<file path="src/rtl/ok_stream_out_bridge.sv">
// ok_stream_out_bridge
// Buffers emulator output words in a small FIFO and presents the head word,
// tagged with a nonzero sequence number, to host wire-outs. The host pops the
// head by echoing that sequence number on host_ack_seq.
// Optional statistics counters are enabled by defining OK_STREAM_STATS_EN.
module ok_stream_out_bridge #(
    parameter int DATA_W = 16,
    parameter int DEPTH  = 4
) (
    input  logic              clock,
    input  logic              reset_n,
    input  logic              in_valid,
    output logic              in_ready,
    input  logic [DATA_W-1:0] in_bits,
    input  logic [7:0]        host_ack_seq,
    input  logic              host_flush,
    output logic              wo_valid,
    output logic [DATA_W-1:0] wo_data,
    output logic [7:0]        wo_seq,
    output logic [4:0]        wo_count
`ifdef OK_STREAM_STATS_EN
    ,
    output logic [15:0]       stat_accepted,
    output logic [15:0]       stat_stall
`endif
);

    localparam int         PTR_W     = $clog2(DEPTH);
    localparam logic [4:0] COUNT_MAX = 5'(DEPTH);

    logic [DATA_W-1:0] mem [DEPTH];
    logic [PTR_W-1:0]  wr_ptr;
    logic [PTR_W-1:0]  rd_ptr;
    logic              ready_en;
    logic              push;
    logic              pop;

    // Sequence numbers skip 0 so the host's reset value never acks a word.
    function automatic logic [7:0] next_seq(input logic [7:0] s);
        return (s == 8'd255) ? 8'd1 : s + 8'd1;
    endfunction

    // Handshake decode: readiness depends only on registered occupancy.
    always_comb begin
        in_ready = ready_en && (wo_count < COUNT_MAX) && !host_flush;
        wo_valid = (wo_count != 5'd0);
        wo_data  = wo_valid ? mem[rd_ptr] : '0;
        push     = in_valid && in_ready;
        pop      = wo_valid && (host_ack_seq == wo_seq) && !host_flush;
    end

    // FIFO storage; contents are only meaningful while counted, so no reset.
    always_ff @(posedge clock) begin
        if (push) begin
            mem[wr_ptr] <= in_bits;
        end
    end

    // Pointers, occupancy, sequence number and post-reset ready enable.
    always_ff @(posedge clock or negedge reset_n) begin
        if (!reset_n) begin
            wr_ptr   <= '0;
            rd_ptr   <= '0;
            wo_count <= 5'd0;
            wo_seq   <= 8'd1;
            ready_en <= 1'b0;
        end else begin
            ready_en <= 1'b1;
            if (host_flush) begin
                rd_ptr   <= wr_ptr;
                wo_count <= 5'd0;
            end else begin
                if (push) begin
                    wr_ptr <= wr_ptr + PTR_W'(1);
                end
                if (pop) begin
                    rd_ptr <= rd_ptr + PTR_W'(1);
                    wo_seq <= next_seq(wo_seq);
                end
                case ({push, pop})
                    2'b10:   wo_count <= wo_count + 5'd1;
                    2'b01:   wo_count <= wo_count - 5'd1;
                    default: wo_count <= wo_count;
                endcase
            end
        end
    end

`ifdef OK_STREAM_STATS_EN
    function automatic logic [15:0] sat_inc(input logic [15:0] v);
        return (v == 16'hFFFF) ? v : v + 16'd1;
    endfunction

    // Saturating counters of accepted words and stalled offers; survive flush.
    always_ff @(posedge clock or negedge reset_n) begin
        if (!reset_n) begin
            stat_accepted <= 16'd0;
            stat_stall    <= 16'd0;
        end else begin
            if (push) begin
                stat_accepted <= sat_inc(stat_accepted);
            end
            if (in_valid && !in_ready) begin
                stat_stall <= sat_inc(stat_stall);
            end
        end
    end
`endif

endmodule

</file>
<file path="config.mk">
export PLATFORM = sky130hd
export DESIGN_NAME = ok_stream_out_bridge
export DESIGN_NICKNAME = d
export VERILOG_FILES = /design/src/rtl/ok_stream_out_bridge.sv
export SDC_FILE = /design/constraint.sdc
export NUM_CORES = 1
export LEC_CHECK = 0
export CORE_MARGIN = 8
export CORE_UTILIZATION = 53
export CTS_CLUSTER_DIAMETER = 120
export DETAILED_ROUTE_END_ITERATION = 8
export PLACE_DENSITY = 0.79
export SYNTH_ARGS = -nofsm -noshare
export SYNTH_HDL_FRONTEND = slang
export SYNTH_SLANG_ARGS = --single-unit
</file>
<file path="constraint.sdc">
create_clock -name clock -period 3.2 [get_ports clock]
set_input_delay 0.64 -clock clock [delete_from_list [all_inputs] [get_ports clock]]
set_output_delay 0.64 -clock clock [all_outputs]
set_load 0.02 [all_outputs]
</file>
## Word level (Yosys, flattened, before mapping)

Memory sizes are Yosys's and may differ from the RTL's.
Cells that the tools add are included.

- Bits in registers: 18
- Bits in writable memories: 64
- Bits of input ports: 28
- Memories: 1

Memories:

| memory | words | bits a word | read ports | clocked after Yosys merged registers in | write ports | RTL line | text |
|---|---|---|---|---|---|---|---|
| mem | 4 | 16 | 1 | 0 | 1 | 31 | `logic [DATA_W-1:0] mem [DEPTH];` |

- Add/subtract/negate cells: 5
- $lt $le $gt $ge: 1
- Equal/unequal tests: 4
- Multiplexer cells: 8
- Bitwise logic cells: 1
- Reductions and logical operators: 11

Operator list:

| operator | count |
|---|---|
| 16-bit two-way mux | 1 |
| 5-bit case mux with 2 select lines | 1 |
| 8-bit by 1-bit adder with 8-bit output, second input constant | 1 |
| 8-bit == test | 1 |
| 8-bit == test, second input constant | 1 |
| 8-bit two-way mux | 1 |
| 5-bit by 1-bit adder with 5-bit output, second input constant | 1 |
| 1-bit logical AND | 5 |
| 5-bit by 3-bit < comparator with 1-bit output, second input constant | 1 |
| 5-bit two-way mux | 1 |
| 5-bit nonzero test | 1 |
| 5-bit by 1-bit subtractor with 5-bit output, second input constant | 1 |
| 2-bit by 1-bit adder with 2-bit output, second input constant | 2 |
| 2-bit two-way mux | 2 |
| 2-bit AND reduction | 2 |
| 3-bit nonzero test | 1 |
| 2-bit by 1-bit == test with 1-bit output, second input constant | 1 |
| 2-bit == test, second input constant | 1 |
| 1-bit two-way mux | 2 |
| 2-bit nonzero test | 1 |
| 1-bit logical NOT | 1 |
| 1-bit NOT | 1 |

## Depth between registers and ports, before layout

- Depth after elaboration: 7
- Depth in mapped cells: 12
- Depth with buffers taken out: 11

## Worst setup path after synthesis

OpenSTA, ideal clock, no wires.

- Kind: in2reg
- From: input port host_ack_seq[7]
- To: register wo_count[4]
- Arrival: 2600 ps
- Path slack: 478 ps
- Stages on the path: 10
- Buffers on the path: 0
- Cell sequence: xor2_1 -> nor4_2 -> nand4_1 -> nand2b_4 -> nor2_1 -> ha_1 -> a21o_1 -> a21oi_1 -> a21oi_1 -> o221a_2

- Longest elaborated chain between the ends: 6

Ends and longest elaborated chain:

| element | RTL line | text |
|---|---|---|
| start, declared | 15 | `input logic [7:0] host_ack_seq,` |
| 8-bit == test (*) | 49 | `pop = wo_valid && (host_ack_seq == wo_seq) && !host_flush;` |
| 1-bit logical AND (*) (2 in series) | 49 |  |
| 2-bit by 1-bit == test with 1-bit output or 2-bit == test (tied branches) | 80 | `case ({push, pop})` |
| 5-bit case mux with 2 select lines | 80 |  |
| 5-bit two-way mux | 69 | `if (host_flush) begin` |
| end signal, assigned | 81 | `2'b10: wo_count <= wo_count + 5'd1;` |
| end signal, assigned | 82 | `2'b01: wo_count <= wo_count - 5'd1;` |
| end signal, assigned | 83 | `default: wo_count <= wo_count;` |
| end, declared | 20 | `output logic [4:0] wo_count` |

Every way passes the cells marked *; elsewhere a longest branch is shown, timed or not.
A chain may end at the register's enable or synchronous reset.

## Worst setup path after layout

- From: register rd_ptr[1]
- To: output port wo_data[12]

- Longest elaborated chain between the ends: 2

Ends and longest elaborated chain:

| element | RTL line | text |
|---|---|---|
| start, declared | 33 | `logic [PTR_W-1:0] rd_ptr;` |
| start signal, assigned | 70 | `rd_ptr <= wr_ptr;` |
| start signal, assigned | 77 | `rd_ptr <= rd_ptr + PTR_W'(1);` |
| memory read 4 x 16 bit | -- |  |
| 16-bit two-way mux | 47 | `wo_data = wo_valid ? mem[rd_ptr] : '0;` |
| end, declared | 18 | `output logic [DATA_W-1:0] wo_data,` |

Every way passes these cells.

==> reports/metrics.yaml <==
worstPathMaxFanout: 18
ff_latch_area_sq_um: 2374
firstDrtPassIters: 4
vias: 2194
first_iter_violations: 45
finalHoldViolations: 0
grt_max_degree: 22
period_share_pct: 92.89
syn_to_final_growth_pct: 26.56
multi_input_area_sq_um: 1200
grt_pass1_wl_mm: 11.41
fin_nets: 340
ys_types: 43
synth_top_cell_by_area: "edfxtp_1"
clk_pin_slew_ns: 0.08
power.density_nw_per_um2: 556.4
port_buffers: 58
r2r_cells: 12
core_area_sq_um: 6719
postSynth.asyncResetShare_pct: 21.95
crit_arrival_ns: 2.33
cts_buffers: 9
place_area_sq_um: 4398
synth_area_leaders: "edfxtp_1, dfrtp_1, mux4_2"
synth_cells: 231
cts_root_buf: "clkbuf_8"
die_h_um: 99.06
drc: 0
antenna_cells: 0
fp-row-count: 30
routabilityCongestion: 0.8856
gr-total-overflow: 0
p_leak_nw: 1.725
grt_pass1_vias: 2364
outcome: "completed"
synth_nets: 268
final_util_pct: 68.86
avgViaCountPerCell: 5.655
grt_setup_unrepaired: "false"
fin_area_sq_um: 4627
postSynthAreaPerCell_sq_um: 15.83
syn_area_sq_um: 3656
worstSetupPathType: "reg -> out"
finalClockSkew_ns: 0.01070
r2r-end: "wo_count[3]$_DFFE_PN0P_"
rrSetupSlack_ns: 0.46
track_usage_pct: 14.95
synth_top_flop_cell: "edfxtp_1"
ios: 59
drive_gt1_share_pct: 17.21
slew_headroom_pct: 44.12
start_util_pct: 54.41
max_cap_violations: 0
min_to: "wo_seq[0]$_DFFE_PN1P_"
post_drt_wl_per_cell_um: 18.31
cp-startpoint: "rd_ptr[1]$_DFFE_PN0P_"
htreeDepth: 3
ys_ff_latch: 82
cp-start-kind: "flip-flop"
hold_class: "reg -> reg"
worstHoldPathCells: 1
worstPathRequired_ns: 2.56
clock_path_buffers: 2
cts.sinks: 82
wl_mm: 7.106
clk_latency_ns: 0.34
hold_buffers: 0
die_w_um: 99.06
fin_total_pwr_mw: 2.575
yosys_warnings: 0
post_cts_buffers: 0
cp-end-kind: "output port"
r2r-start: "wo_count[3]$_DFFE_PN0P_"
ir_drop_v: 0.0003186
synth_top_area_share_pct: 52.57
fin_tns_setup_ns: 0
cts_tree: "yes"
hold_start: "wo_seq[0]$_DFFE_PN1P_"
ys_seq_area_share_pct: 64.92
ant_nets: 0
cts_resized: 0
fmax_ghz: 0.3364
synth_edf_count: 64
n_fill_cell: 442
min_period_ns: 2.973
slew_viol_final: 0
antenna_found_initial: 0
dp_hpwl_mm: 5.037
setup_violations: 0
die-area_sq_um: 9812
worst_slew_pin_slew_ns: 0.8356
-- worst max path at each step --
stage	slack [ns]	cells past startpoint	to
CTS	0.18	3	wo_data[12]
global route	0.04	12	wo_count[3]$_DFFE_PN0P_
finish	0.23	3	wo_data[12]
floorplan	0.48	10	wo_count[4]$_DFFE_PN0P_
detailed placement	-0.1	12	wo_count[3]$_DFFE_PN0P_
global placement	-0.02	12	wo_count[3]$_DFFE_PN0P_
-- worst max-delay path: stages, from the launching register on --
cell,delay [ns]
dfrtp_1,0.87
mux4_2,0.40
and2_1,0.18
clkdlybuf4s50_1,0.55
-- cells by family after synthesis --
| logic type | Yosys count | synth area share (%) |
|---|---|---|
| other | 1 | 0.1026 |
| adders and majority gates | 9 | 3.286 |
| xor gates and xnor gates | 16 | 3.833 |
| muxes | 20 | 10.99 |
| buffers and inverters | 18 | 2.259 |
| AOI/OAI and AO/OA | 24 | 4.552 |
| DFF | 82 | 64.92 |
| and+or+nand+nor | 61 | 10.06 |
-- per-layer routing --
layer,vias up,GRT usage (%),share of wire (%)
met5,-,0,0
met4,0,6.286,1.8
met3,12,3.876,4.4
met2,54,26.98,53
met1,1096,16.20,40
li1,1032,-,-
-- registers in the layout, indices dropped and copies added (netlist names) --
name	count
mem	64
rd_ptr	2
ready_en	1
wo_count	5
wo_seq	8
wr_ptr	2
-- final cells by class --
| class | instances | share of cell area (%) |
|---|---|---|
| well taps | 80 | 2.163 |
| clock inverters | 7 | 2.272 |
| multi-input cells | 131 | 25.93 |
| repair buffers | 72 | 15.09 |
| inverters | 7 | 0.5679 |
| flip-flops and latches | 82 | 51.30 |
| clock buffers | 9 | 2.677 |
-- where the power goes --
group	internal (mW)	switching [mW]	leakage [nW]
registers	1.22	0.0689	0.815
clock network	0.453	0.383	0.113
logic	0.261	0.193	0.797
-- per-stage QoR --
| stage | setup WS [ns] | hold WS, ns | instances |
|---|---|---|---|
| 6_report | 0.2274 | 0.5381 | 388 |
| 3_5_place_dp | -0.09972 | 0.5243 | 372 |
| 4_1_cts | 0.1838 | 0.5415 | 388 |
| 3_3_place_gp | -0.01705 | 0.5215 | 372 |
| 5_1_grt | 0.03662 | 0.5519 | 388 |
| 2_1_floorplan | 0.4778 | 0.3444 | 231 |
-- cells in the mapped netlist (2+ instances only) --
master    number
buf_2          3
mux2i_1        3
inv_1          7
and2_1        20
ha_1           8
nand3_1        5
nand2_1        5
o21ai_0        4
dfrtp_1       17
o31ai_1        2
and3_1         2
a21o_1         2
xnor2_1        4
o41ai_1        4
xor2_1        12
mux4_2        16
and4_1         2
nand4_1        4
edfxtp_1      64
nor3_1         4
clkbuf_1       6
a21oi_1        6
nor2_1         9
nor4_1         2
o311ai_0       2
-- placed cells by master (no fill, tap or decap), drive strengths merged, types with 3 or more instances in the layout --
master / n
nor4: 3
dfrtp: 17
edfxtp: 64
mux2i: 3
clkdlybuf4s50: 58
o21ai: 4
xor2: 12
clkbuf: 9
nor3: 4
ha: 8
buf: 14
xnor2: 4
nand2: 5
nor2: 9
nand3: 5
mux4: 16
a21oi: 6
o41ai: 4
and2: 20
inv: 11
nand4: 5
(Power assumes the default switching activity.)
==> variant: new RTL, config.mk and constraints unchanged <==
`DATA_W`: 16 -> 32.
--- a/src/rtl/ok_stream_out_bridge.sv
+++ b/src/rtl/ok_stream_out_bridge.sv
@@ -5,5 +5,5 @@
 // Optional statistics counters are enabled by defining OK_STREAM_STATS_EN.
 module ok_stream_out_bridge #(
-    parameter int DATA_W = 16,
+    parameter int DATA_W = 32,
     parameter int DEPTH  = 4
 ) (
Interface: changed (resized in_bits and wo_data); port bits go from 59 to 91. The function was not compared with the original's and may differ.
==> variant against the original RTL <==
- final area rose by 72%
- synthesized area is 66% higher
- power increased by 100%
- sequential cell count grew 64
- routed wire length rose by 71%
- register-to-register slack lost 110 ps
- worst setup slack got worse by 65 ps
- hold slack better by 39 ps
- largest power group unchanged
==> variant: results (changes against the original RTL) <==
Parameter                              Value

Clock tree
  Buffer cell driving the clock tree root ... sky130_fd_sc_hd__clkbuf_16 (was sky130_fd_sc_hd__clkbuf_8)
  Clk_lat worst skew ... 400 ps (was 340 ps)
  Maximum level of the CTS H-tree ... 4 (was 3)
  CTS buffer count ... 17 (was 9)
  # resized after CTS ... 2 (was 0)

Worst hold path
  Startpoint of the lowest-slack hold path ... wo_seq[7] (was wo_seq[0])
  Hold Path Sink ... wo_seq[7] (was wo_seq[0])

Synthesis
  Proportion of synthesized flip-flops having asynchronous set or reset ... 12.3% (was 22.0%)
  Number of nets produced by synthesis ... 387 (was 268)
  Proportion of synthesized chip area in sequential cells ... 70.7% (was 64.9%)
  Commonest cells in the synthesized netlist ... sky130_fd_sc_hd__edfxtp_1 (128), sky130_fd_sc_hd__nor2b_1 (34), sky130_fd_sc_hd__mux4_2 (32) (was sky130_fd_sc_hd__edfxtp_1 (64), sky130_fd_sc_hd__and2_1 (20), sky130_fd_sc_hd__dfrtp_1 (17))
  Cell types occupying the most area after synthesis ... sky130_fd_sc_hd__edfxtp_1 (63%), sky130_fd_sc_hd__mux4_2 (12%), sky130_fd_sc_hd__dfrtp_1 (7.0%), sky130_fd_sc_hd__nor2b_1 (3.5%), sky130_fd_sc_hd__ha_1 (1.6%) (was sky130_fd_sc_hd__edfxtp_1 (53%), sky130_fd_sc_hd__dfrtp_1 (12%), sky130_fd_sc_hd__mux4_2 (9.9%), sky130_fd_sc_hd__and2_1 (3.4%), sky130_fd_sc_hd__xor2_1 (2.9%))

Global routing
  Pin count of the biggest net entering global routing ... 35 (was 22)

Final layout
  Share of layout cells above drive strength 1 ... 21.4% (was 17.2%)
  Layout net count ... 498 (was 340)
  Registers with the highest flip-flop counts ... mem (128), wo_seq (8), wo_count (5) (was mem (64), wo_seq (8), wo_count (5))

Timing
  Worst hold margin ... 577 ps (was 538 ps)
  Fin Clk Skew ... 11.2 ps (was 10.7 ps)

Run status
  Status ... finished, final reports clean (unchanged)

Critical path
  FF-to-FF End ... wo_count[4] (was wo_count[3])
  Crit Path Max Fanout ... 3 (was 18)
  Startpoint of the worst register-to-register path ... wo_seq[0] (was wo_count[3])
  Reg-to-reg setup timing slack ... 350 ps (was 460 ps)
  Slowest cell delay on critical path ... 470 ps (was 870 ps)

Routing
  Number of vias per cell ... 5.58 (was 5.65)
variant: worst max-delay path: cells and delay by family:
family          cells  cell delay [ps]
simple gates        5              880
compound gates      4              820
buf+inv             2              610
fa+ha+maj           1              300
xor+xnor            1              130
variant: cell families (layout without fill, tap and decap cells):
family,Yosys count,in the layout,share of synthesized area [%]
AOI/OAI and AO/OA,21,21,2.43
xor gates and xnor gates,15,15,2.16
adders and majority gates,9,9,1.98
buffers and inverters,26,150,2.04
DFF,146,146,70.7
muxes,35,35,12.4
other,1,1,0.0617
and+or+nand+nor,81,81,8.24
variant: metrics by stage:
| stage | area [sq um] | setup WS, ps | cells | setup TNS, ps | util, % |
|---|---|---|---|---|---|
| 2_1_floorplan | 6080 | 250 | 334 | 0 | - |
| 3_3_place_gp | 7280 | -44.2 | 569 | -44.2 | 64.3 |
| 3_5_place_dp | 7280 | -170 | 569 | -273 | 64.3 |
| 4_1_cts | 7930 | 55.5 | 601 | 0 | 70.1 |
| 5_1_grt | 7940 | 16.6 | 601 | 0 | 70.1 |
| 6_report | 7940 | 163 | 601 | 0 | 70.1 |
variant: how the worst max path moves through the flow:
stage / startpoint / endpoint / cells after the start / slack (ps)
6_report: host_ack_seq[5] / wo_count[4] / 13 / 160
5_1_grt: host_ack_seq[7] / wo_count[4] / 13 / 20
4_1_cts: wo_count[3] / wo_data[12] / 5 / 60
3_5_place_dp: host_ack_seq[5] / wo_count[4] / 12 / -170
3_3_place_gp: host_ack_seq[5] / wo_count[4] / 12 / -40
2_1_floorplan: wo_count[3] / wo_count[4] / 13 / 250
variant: layout make-up:
type | count | area [sq um]
sequential | 146 | 4300
clock buffer | 19 | 433
multi-input combinational | 162 | 1670
clock inverter | 13 | 209
fill | 743 | 3380
timing repair buffer | 110 | 1120
tap | 143 | 179
inverter | 8 | 30.0
variant: power breakdown:
part,leakage [nW],internal (mW),switching (mW),total (mW)
Sequential,1.39,2.19,0.0987,2.29
Clock,0.305,1.38,0.719,2.10
Combinational,1.00,0.484,0.345,0.829
Total,2.70,4.06,1.16,5.22
variant: per-layer routing:
layer	vias to the layer above	global-route usage, %	share of wire (%)
met2	114	29.4	51
met4	0	5.34	0.58
li1	1539	-	-
met5	-	0	0
met3	6	5.57	7.1
met1	1692	20.0	41
